===== src/rtl/alsu_cmd_issuer.sv =====
// ALSU command issuer: buffers packed commands in a FIFO and
// issues them one at a time with a programmable idle gap.
module alsu_cmd_issuer #(
    parameter int DEPTH     = 4,
    parameter int ISSUE_GAP = 1
) (
    input  logic                     clk,
    input  logic                     rst,
    input  logic                     cmd_valid,
    output logic                     cmd_ready,
    input  logic [14:0]              cmd_data,
    input  logic                     hold,
    output logic [2:0]               A,
    output logic [2:0]               B,
    output logic [2:0]               opcode,
    output logic                     cin,
    output logic                     serial_in,
    output logic                     red_op_A,
    output logic                     red_op_B,
    output logic                     bypass_A,
    output logic                     bypass_B,
    output logic                     issue_valid,
    output logic [$clog2(DEPTH):0]   fifo_count,
    output logic [7:0]               illegal_cnt
);

    localparam int PW = $clog2(DEPTH);
    localparam int CW = PW + 1;
    localparam int GW = $clog2(ISSUE_GAP + 2);

    localparam logic [0:0] IDLE = 1'b0;
    localparam logic [0:0] GAP  = 1'b1;

    logic [14:0]   mem [DEPTH];
    logic [PW-1:0] wptr;
    logic [PW-1:0] rptr;
    logic [0:0]    state;
    logic [GW-1:0] gap_cnt;
    logic          push;
    logic          pop;
    logic          bad;
    logic [14:0]   head;

    assign cmd_ready = (fifo_count != CW'(DEPTH));
    assign push      = cmd_valid && cmd_ready;
    assign pop       = (state == IDLE) && (fifo_count != '0) && !hold;
    assign head      = mem[rptr];

    // opcode 6/7, or a reduction request on anything but AND/XOR
    assign bad = (head[8:7] == 2'b11) ||
                 ((head[11] | head[12]) && (head[8:7] != 2'b00));

    always_ff @(posedge clk) begin
        if (push) begin
            mem[wptr] <= cmd_data;
        end
    end

    always_ff @(posedge clk) begin
        if (rst) begin
            wptr        <= '0;
            rptr        <= '0;
            fifo_count  <= '0;
            state       <= IDLE;
            gap_cnt     <= '0;
            issue_valid <= 1'b0;
            illegal_cnt <= '0;
            {bypass_B, bypass_A, red_op_B, red_op_A,
             serial_in, cin, opcode, B, A} <= '0;
        end else begin
            if (push) begin
                wptr <= wptr + PW'(1);
            end
            if (pop) begin
                rptr <= rptr + PW'(1);
            end
            fifo_count  <= fifo_count + CW'(push) - CW'(pop);
            issue_valid <= pop;
            if (pop) begin
                {bypass_B, bypass_A, red_op_B, red_op_A,
                 serial_in, cin, opcode, B, A} <= head;
                if (bad && (illegal_cnt != 8'hFF)) begin
                    illegal_cnt <= illegal_cnt + 8'd1;
                end
            end
            unique case (state)
                IDLE: begin
                    if (pop && (ISSUE_GAP > 0)) begin
                        gap_cnt <= GW'(ISSUE_GAP);
                        state   <= GAP;
                    end
                end
                GAP: begin
                    gap_cnt <= gap_cnt - GW'(1);
                    if (gap_cnt == GW'(1)) begin
                        state <= IDLE;
                    end
                end
            endcase
        end
    end

endmodule


===== config.mk =====
export PLATFORM = sky130hd
export DESIGN_NAME = alsu_cmd_issuer
export DESIGN_NICKNAME = d
export VERILOG_FILES = /design/src/rtl/alsu_cmd_issuer.sv
export SDC_FILE = /design/constraint.sdc
export NUM_CORES = 1
export LEC_CHECK = 0
export CAP_MARGIN = 40
export CORE_UTILIZATION = 59
export DETAILED_ROUTE_END_ITERATION = 8
export HOLD_SLACK_MARGIN = 0.08
export PLACE_DENSITY = 0.88
export RECOVER_POWER = 50
export SLEW_MARGIN = 20
export SYNTH_ARGS = -nofsm -noshare
export SYNTH_HDL_FRONTEND = slang
export SYNTH_SLANG_ARGS = --single-unit
export TNS_END_PERCENT = 20

===== constraint.sdc =====
create_clock -name clk -period 6.15 [get_ports clk]
set_clock_uncertainty 0.2 [all_clocks]
set_input_delay 1.23 -clock clk [delete_from_list [all_inputs] [get_ports clk]]
set_output_delay 1.23 -clock clk [all_outputs]
set_load 0.01 [all_outputs]

==> impl_metrics.ini <==
[global_route]
overflow = 0
grt_max_degree = 37
antenna_found_initial = 0
grt_pass1_vias = 2065
grt_pass1_wl_mm = 10.4
track_usage_pct = 23.0

[placement]
place_inst = 367
io_buffers = 46
dpl_cell_area_mm2 = 0.00422
globalplace.congestion = 0.813
dp.final_hpwl_mm = 4.19

[flow_run]
maxCapViolations = 0

[setup_path]
cp-start-kind = input pin
critPathArrivalTime_ps = 4200
crit-reg2reg-launch = fifo_count[1]
crit_path_max_fanout = 20
path_cells = dlygate4sd3_1 -> nor2_1 -> nand2_1 -> inv_1 -> ha_1 -> inv_1 -> ha_1 -> fa_1 -> xnor2_1 -> xnor2_1 -> nor2_1
max_stage_delay_ps = 540
critPathKind = in2reg
critPathRequiredTime_ps = 6200
crit_start = hold
critical_path.endpoint_type = flop
crit_family = buffers and inverters
path_buf_inv = 3
slowest_stage = dlygate4sd3_1

[finish]
final_layout_size_suffix_gt1_share_pct = 12.8
finish.net_count = 335
diodes = 0
layout_commonest_cell = edfxtp_1
fillers = 368
final_cells = 387
final_cell_mix = edfxtp_1 (60), nand2_1 (39), dfxtp_1 (36), clkdlybuf4s50_1 (29), a21oi_1 (18)
multiInputGateArea_mm2 = 0.00109
areaGrowthSynthToFinish_pct = 20.5
final_area_mm2 = 0.00445
regArea_mm2 = 0.00252

[synthesis]
ys_seq_area_share_pct = 68.4
ys_seq_elements = 96
syn_area_mm2 = 0.00369
synth_warnings = 0
syn_inst = 254
synth_nets = 282
avgSynthCellArea_um2 = 14.5
synth.distinct_cells = 31

[pwr]
power_w = 0.00174
p_per_area_mw_per_mm2 = 391
p_leak_nw = 1.49
ir_drop_mv = 0.286

[hold_path]
hp-start = opcode[2]
hold_path.class = reg2reg

[route]
viasPerCell = 5.52
vias = 2137
post-route-drc-count = 0
drt-initial-drc-count = 147
drt-pass1-iter-count = 4
ant_nets = 0
wl_mm = 6.65
avgRoutedWirePerCell_um = 17.2

[die]
design.die.area_mm2 = 0.00657
start_util_pct = 61.6
core_mm2 = 0.00599
die_w_um = 81.1
floorplan.die.height_um = 81.1
ios = 47
rows = 28

[timing]
worstMarginPinSlew_ps = 919
rsz0062_at_grt = false
fin_crit_ps = 4150
finalSetupViolCount = 0
fin_setup_tns_ps = 0
slew_violations = 0
slew_headroom_pct = 38.7
timing.fmax_mhz = 241
hold_viol_final = 0
min_period_over_period_pct = 67.5

[clocking]
cts.path.max_buffers = 2
cts-root-buf = clkbuf_8
clkTransAtPathRegs_ps = 90
post_cts_resized = 0
numCtsBuffers = 9
cts_tree = done
clock_sinks = 96
post_cts_buffers = 0
clock_latency_ps = 360
htree_levels = 3
hold_buffers = 0

[status]
outcome = complete, no violations
## state kept, by name, summed over array words and instances (netlist names), named ones only
register,cells
serial_in,1
B,3
fifo_count,3
cin,1
bypass_B,1
issue_valid,1
bypass_A,1
red_op_B,1
illegal_cnt,8
state,1
A,3
mem,60
gap_cnt,2
wptr,2
rptr,2
red_op_A,1
opcode,3
## synth_stat cells
cell / count / share of area [%]
nand4_1: 1 / 0.17
and2_1: 1 / 0.17
o211ai_1: 1 / 0.20
o31ai_4: 1 / 0.58
a2111oi_2: 2 / 0.81
nand2b_1: 2 / 0.34
xnor2_1: 10 / 2.4
a21oi_1: 18 / 2.4
or3_1: 1 / 0.17
a211oi_1: 4 / 0.81
inv_1: 9 / 0.92
o31a_1: 1 / 0.24
a21oi_2: 1 / 0.24
and3_1: 4 / 0.68
buf_2: 1 / 0.14
nor2_1: 17 / 1.7
ha_1: 8 / 2.7
mux4_2: 15 / 9.2
xor2_1: 1 / 0.24
fa_1: 1 / 0.54
clkbuf_1: 8 / 0.81
a31o_1: 1 / 0.24
nor3_1: 2 / 0.27
dfxtp_1: 36 / 20
buf_6: 1 / 0.31
nor2b_1: 2 / 0.34
edfxtp_1: 60 / 49
o21ai_2: 1 / 0.24
nand2_1: 39 / 4.0
nand3_1: 4 / 0.54
mux2i_1: 1 / 0.27
## power breakdown
part / internal (W) / switching, W / leakage (nW)
clock: 0.000167 / 0.000230 / 0.100
sequential: 0.000785 / 0.0000708 / 0.843
combinational: 0.000241 / 0.000242 / 0.545
total: 0.00119 / 0.000543 / 1.49
## layout make-up
type	instances	share of cell area [%]
clock buffers	10	3.10
clock inverters	6	1.24
inverters	9	0.760
multi-input cells	139	24.5
flip-flops and latches	96	56.7
well taps	75	2.11
repair buffers	52	11.6
## kinds of logic (layout without fill, tap and decap cells)
group,count (synthesis),in the layout,synth area share (%)
buffers and inverters,19,77,2.17
muxes,16,16,9.43
adders and majority gates,9,9,3.26
DFF,96,96,68.4
and+or+nand+nor,73,73,8.38
xor gates and xnor gates,11,11,2.61
AOI/OAI and AO/OA,30,30,5.80
## worst reg2reg max path, cell delays in order (launching register included)
cell     delay, ps
dfxtp_1        360
or3_1          410
nand2_1        480
inv_1          510
ha_1           430
inv_1           50
ha_1           190
fa_1           380
xnor2_1        190
xnor2_1        140
nor2_1          50
## path summary, 6_finish.rpt
kind,endpoint,slack (ps),depth (start not counted)
worst max register to register,fifo_count[2],2680,10
worst min register to register,opcode[2],280,2
worst min-delay path,opcode[2],280,2
worst max-delay path,fifo_count[2],2000,11
## metrics by stage
stage	setup WS, ps	hold slack [ps]	util [%]
5_1_grt	1790	296	74.2
6_report	2000	275	74.2
2_1_floorplan	2910	250	-
3_3_place_gp	1810	255	70.2
3_5_place_dp	1680	262	70.4
4_1_cts	2070	275	73.7
## per-layer routing
| metal | global-route usage (%) | vias to the layer above | part of all wire [%] |
|---|---|---|---|
| met5 | 0 | - | 0 |
| met4 | 11.4 | 0 | 2.0 |
| met3 | 6.29 | 14 | 4.7 |
| met2 | 38.3 | 62 | 51 |
| met1 | 27.6 | 1029 | 42 |
| li1 | - | 1032 | - |
(Power assumes the default switching activity.)
